### src/rtl/pipeline_hazard_ctrl.sv
`default_nettype none
// +--------------------------------------------------------------------------+
// | pipeline_hazard_ctrl                                                     |
// | Load/flush sequencing for the five pipeline registers, with discard of   |
// | a redirect-squashed I-cache fetch and saturating stall/flush counters.   |
// | Revision: 1.0                                                            |
// +--------------------------------------------------------------------------+
module pipeline_hazard_ctrl #(
    parameter int CNT_W = 32
) (
    input  logic             clk,
    input  logic             rst,
    input  logic             icache_resp,
    input  logic             dmem_req,
    input  logic             dmem_resp,
    input  logic             ex_redirect,
    input  logic             ex_is_load,
    input  logic [4:0]       ex_rd,
    input  logic [4:0]       id_rs1,
    input  logic [4:0]       id_rs2,
    input  logic             id_use_rs1,
    input  logic             id_use_rs2,
    output logic             load_pc,
    output logic             load_if_id,
    output logic             if_id_pop,
    output logic             load_id_ex,
    output logic             bubble_id_ex,
    output logic             load_ex_mem,
    output logic             load_mem_wb,
    output logic [1:0]       ctrl_state,
    output logic [CNT_W-1:0] stall_cycles,
    output logic [CNT_W-1:0] flush_count
);

    typedef enum logic [1:0] {
        ST_RUN  = 2'b00,
        ST_DROP = 2'b01
    } state_t;

    localparam logic [CNT_W-1:0] C_CNT_MAX = '1;
    localparam logic [CNT_W-1:0] C_CNT_ONE = CNT_W'(1);

    state_t           r_state;
    state_t           w_state_nxt;
    logic [CNT_W-1:0] r_stall_cycles;
    logic [CNT_W-1:0] r_flush_count;
    logic             w_dstall;
    logic             w_load_use;
    logic             w_flush_take;
    logic             w_stall_evt;

    assign w_dstall   = dmem_req & ~dmem_resp;
    assign w_load_use = ex_is_load & (ex_rd != 5'd0) &
                        ((id_use_rs1 & (id_rs1 == ex_rd)) |
                         (id_use_rs2 & (id_rs2 == ex_rd)));

    // A D-cache stall freezes everything, including a pending redirect in EX.
    always_comb begin
        w_state_nxt  = r_state;
        w_flush_take = 1'b0;
        load_pc      = 1'b0;
        load_if_id   = 1'b0;
        if_id_pop    = 1'b0;
        load_id_ex   = 1'b0;
        bubble_id_ex = 1'b0;
        load_ex_mem  = 1'b0;
        load_mem_wb  = 1'b0;
        if (rst && !w_dstall) begin
            load_id_ex  = 1'b1;
            load_ex_mem = 1'b1;
            load_mem_wb = 1'b1;
            if (ex_redirect) begin
                load_pc      = 1'b1;
                load_if_id   = 1'b1;
                if_id_pop    = 1'b1;
                bubble_id_ex = 1'b1;
                w_flush_take = 1'b1;
                // The fetch already in flight in DROP is stale whatever happens now.
                if (r_state == ST_DROP || !icache_resp) begin
                    w_state_nxt = ST_DROP;
                end else begin
                    w_state_nxt = ST_RUN;
                end
            end else if (r_state == ST_DROP) begin
                if (icache_resp) begin
                    load_if_id  = 1'b1;
                    if_id_pop   = 1'b1;
                    w_state_nxt = ST_RUN;
                end else begin
                    bubble_id_ex = 1'b1;
                end
            end else if (w_load_use || !icache_resp) begin
                bubble_id_ex = 1'b1;
            end else begin
                load_pc    = 1'b1;
                load_if_id = 1'b1;
            end
        end
    end

    assign w_stall_evt = rst & (~load_ex_mem | bubble_id_ex);

    always_ff @(posedge clk or negedge rst) begin
        if (!rst) begin
            r_state        <= ST_RUN;
            r_stall_cycles <= '0;
            r_flush_count  <= '0;
        end else begin
            r_state <= w_state_nxt;
            if (w_stall_evt && (r_stall_cycles != C_CNT_MAX)) begin
                r_stall_cycles <= r_stall_cycles + C_CNT_ONE;
            end
            if (w_flush_take && (r_flush_count != C_CNT_MAX)) begin
                r_flush_count <= r_flush_count + C_CNT_ONE;
            end
        end
    end

    assign ctrl_state   = r_state;
    assign stall_cycles = r_stall_cycles;
    assign flush_count  = r_flush_count;

endmodule
`default_nettype wire

### config.mk
export PLATFORM = sky130hd
export DESIGN_NAME = pipeline_hazard_ctrl
export DESIGN_NICKNAME = d
export VERILOG_FILES = /design/src/rtl/pipeline_hazard_ctrl.sv
export SDC_FILE = /design/constraint.sdc
export NUM_CORES = 1
export LEC_CHECK = 0
export BUFFER_PORTS_ARGS = -buffer_cell sky130_fd_sc_hd__buf_2
export CORE_MARGIN = 5
export CORE_UTILIZATION = 52
export CTS_CLUSTER_DIAMETER = 200
export DETAILED_ROUTE_END_ITERATION = 6
export PLACE_DENSITY = 0.8
export SYNTH_ARGS = -nofsm -noshare
export SYNTH_HDL_FRONTEND = slang
export SYNTH_SLANG_ARGS = --single-unit
### constraint.sdc
create_clock -name clk -period 2.9 [get_ports clk]
set_input_delay 0.145 -clock clk [delete_from_list [all_inputs] [get_ports clk]]
set_output_delay 0.145 -clock clk [all_outputs]
set_load 0.05 [all_outputs]
==> summary.md <==
| Metric | Value |
|---|---|
| Synth Area in Adders | `0.7353%` |
| Vias in the first global route | `2,895` |
| DRT Pass-1 Iters | `4` |
| Overall Power | `0.002514 W` |
| Vias | `2,911` |
| Startpoint Class | `flip-flop` |
| Worst-margin pin slew | `0.7179 ns` |
| Status | `complete, no violations` |
| Wire per inst | `15.20 um` |
| Diode count | `0` |
| Worst setup EP type | `flip-flop` |
| Setup violators final | `0` |
| Req. time, crit path | `3.12 ns` |
| RSZ-0062 raised after global routing | `false` |
| FF/Latch Area | `1627 um2` |
| Slowest cell on the critical path | `nor4_1` |
| Number of buffers created by CTS | `9` |
| DRC violations left | `0` |
| Syn nets | `373` |
| Xor and xnor area share after synthesis | `18.53%` |
| DRT iter0 DRCs | `90` |
| CTS Buffer Depth | `2` |
| Sink Count | `65` |
| H-tree depth | `3` |
| Worst skew pair latency | `0.35 ns` |
| # Post-CTS Setup Buffers | `0` |
| VDD IR max | `0.5801 mV` |
| CTS Hold Buffers Added | `1` |
| DP Area | `3960 um2` |
| Cell Area, Synth | `3403 um2` |
| Grt ovf | `0` |
| Synth Register Bits | `65` |
| Initial Util | `53.60%` |
| Share of flip-flops with an asynchronous set or reset | `100.0%` |
| Crit path kind | `flip-flop to flip-flop` |
| Main flop type after synthesis | `dfrtp_1` |
| Area grow syn2layout | `22.21%` |
| Distinct cell type count after synthesis | `43` |
| Syn. warnings | `0` |
| Post-cts sizing count | `0` |
| CTS tree | `built` |
| Max_slew headroom | `51.70%` |
| Core area | `6350 um2` |
| Fin nets | `477` |
| Area of the multi-input gates | `1683 um2` |
| Global-route wire length before repair | `13.61 mm` |
| Die footprint | `8263 um2` |
| Initial antenna violation count | `0` |
| Tot GR Track Use | `19.94%` |
| Placement Setup Slack | `0.5128 ns` |
| ANT nets after route | `0` |
| Clk_skew | `0.01099 ns` |
| Fin crit period | `2.415 ns` |
| Die Width | `90.90 um` |
| Setup TNS Final | `0 ns` |
| Final Cycle Share | `83.28%` |
| Total Wirelength | `8.101 mm` |
| Vias/cell | `5.462` |
| Max frequency | `414.0 MHz` |
| IO Port Bufs | `95` |
| GPL Wtd Cong | `0.8076` |
| Final-report hold violation count | `0` |
| Die H | `90.90 um` |
| PD cells | `604.6 nW/um2` |
| Sequential fraction of the synthesis area | `47.79%` |
| Crit path top cell by count | `nand3_1` |
| Synth Instances | `347` |
| Cells along the critical path | `ha_1 -> nand3_1 -> nor4_1 -> nand3_1 -> a41oi_1 -> nand4_1 -> xnor2_1` |
| Post-synth EDFFs | `0` |
| Max cap viols | `0` |
| Simple-gate portion of the synthesized area | `25.88%` |
| Hold slack | `0.04712 ns` |
| Hpwl dp | `5.931 mm` |
| Type of the worst min-delay path | `input pin to flip-flop` |
| Worst-path fanout max | `7` |
| Final WS setup | `0.4848 ns` |
| Synth Area in Compound Gates | `3.529%` |
| CP Data Arrival Time | `2.64 ns` |
| Boundary Pins | `97` |
| Slew Limit Fails | `0` |
| Largest net degree at the start of global routing | `40` |
| Clk root buf | `clkbuf_8` |
| Register clock-pin slew on the reported worst setup and hold paths | `0.07 ns` |
| Multiplexer area fraction after synthesis | `0.6618%` |
| Fraction of layout cells with a size suffix above 1 | `26.32%` |
| Leak | `2.070 nW` |
| Fillers | `516` |
| Worst path max stage delay | `0.57 ns` |
| Final Cell Area | `4159 um2` |
| Largest family of logic cells by synthesized area | `simple AND/OR/NAND/NOR gates` |
| FP Rows | `29` |
| Mean area per synthesized cell | `9.808 um2` |
==> critical path, delay by kind of cell, from the launching register on <==
family / cells / cell delay [ns]
compound gates: 1 / 0.52
simple gates: 4 / 1.01
flops: 1 / 0.40
fa+ha+maj: 1 / 0.20
xor+xnor: 1 / 0.17
==> state kept, by name, summed over array words and instances (netlist names) <==
| name | cells |
|---|---|
| flush_count | 32 |
| ctrl_state | 1 |
| stall_cycles | 32 |
==> synth_stat cells (all sizes together) (2+ instances only) <==
cell type   n  area share (%)
mux2        2            0.66
nor4       19             3.5
nand3      26             3.8
nor2b       3            0.55
xnor2      39              10
nor3       18             2.8
buf         5            0.96
nand2      32             3.7
nand2b      2            0.37
o21ai       6            0.88
nor2       24             2.6
or4         2            0.55
and3        8             1.5
and4        2            0.51
and2        2            0.37
inv        15             1.7
xor2       33             8.5
nand4      22             4.0
or3         3            0.55
a21oi       3            0.44
dfrtp      65              48
ha          2            0.74
==> cell usage in the layout, fill, tap and decap left out, types with 2 or more instances in the layout <==
master     n
nor3_1    17
nor4_1    19
dfrtp_1   65
a21oi_1    3
clkbuf_1   3
and2_1     2
ha_1       2
o21ai_0    5
clkinv_2   2
inv_1     15
and3_1     7
nor2b_1    3
xor2_1    33
nand3_1   26
nand2_1   31
clkbuf_8  10
or3_1      3
buf_4      3
nand2b_1   2
buf_2     95
nand4_1   22
and4_1     2
nor2_1    24
xnor2_1   39
==> where the power goes <==
group	leakage (nW)	internal (W)	total, W	switching, W
Combinational	1.13	0.000171	0.000649	0.000479
Clock	0.0974	0.000419	0.000760	0.000341
Sequential	0.841	0.000985	0.00110	0.000120
Total	2.07	0.00157	0.00251	0.000940
==> final timing paths <==
path	start	to	slack (ns)	cells after the start
min in group asynchronous	rst	stall_cycles[25]	0.44	3
setup reg to reg	flush_count[0]	flush_count[22]	0.48	7
setup / recovery	flush_count[0]	flush_count[22]	0.48	7
max in group asynchronous	rst	stall_cycles[8]	2.05	3
hold reg to reg	flush_count[28]	flush_count[28]	0.49	1
hold / removal	icache_resp	ctrl_state[0]	0.05	2
==> cells by family after synthesis <==
family	Yosys count
AO/OA/AOI/OAI	17
buffers and inverters	21
other	1
AND/OR/NAND/NOR	167
flip-flops	65
adder cells (fa/ha/maj)	2
multiplexers	2
XOR/XNOR	72
==> through the flow <==
stage	std cells	utilization, %
after global routing	533	65.50
after global placement	516	62.36
final	533	65.50
after detailed placement	516	62.36
after floorplan	347	-
after CTS	533	65.50
==> layout make-up <==
type                            count  share of cell area [%]
Multi-Input combinational cell    261                   40.46
Sequential cell                    65                   39.11
Timing Repair Buffer               99                   12.21
Clock buffer                       13                   3.580
Tap cell                           77                   2.316
Inverter                           15                   1.354
Clock inverter                      3                  0.9627
==> routing by layer <==
layer / up-vias / wire length [um] / GRT usage, %
met3: 9 / 448 / 3.917
met1: 1385 / 3597 / 26.45
li1: 1426 / - / -
met5: - / 0 / 0
met4: 0 / 98 / 8.068
met2: 91 / 3956 / 32.08
No activity file was read; power rests on OpenSTA's default activity.
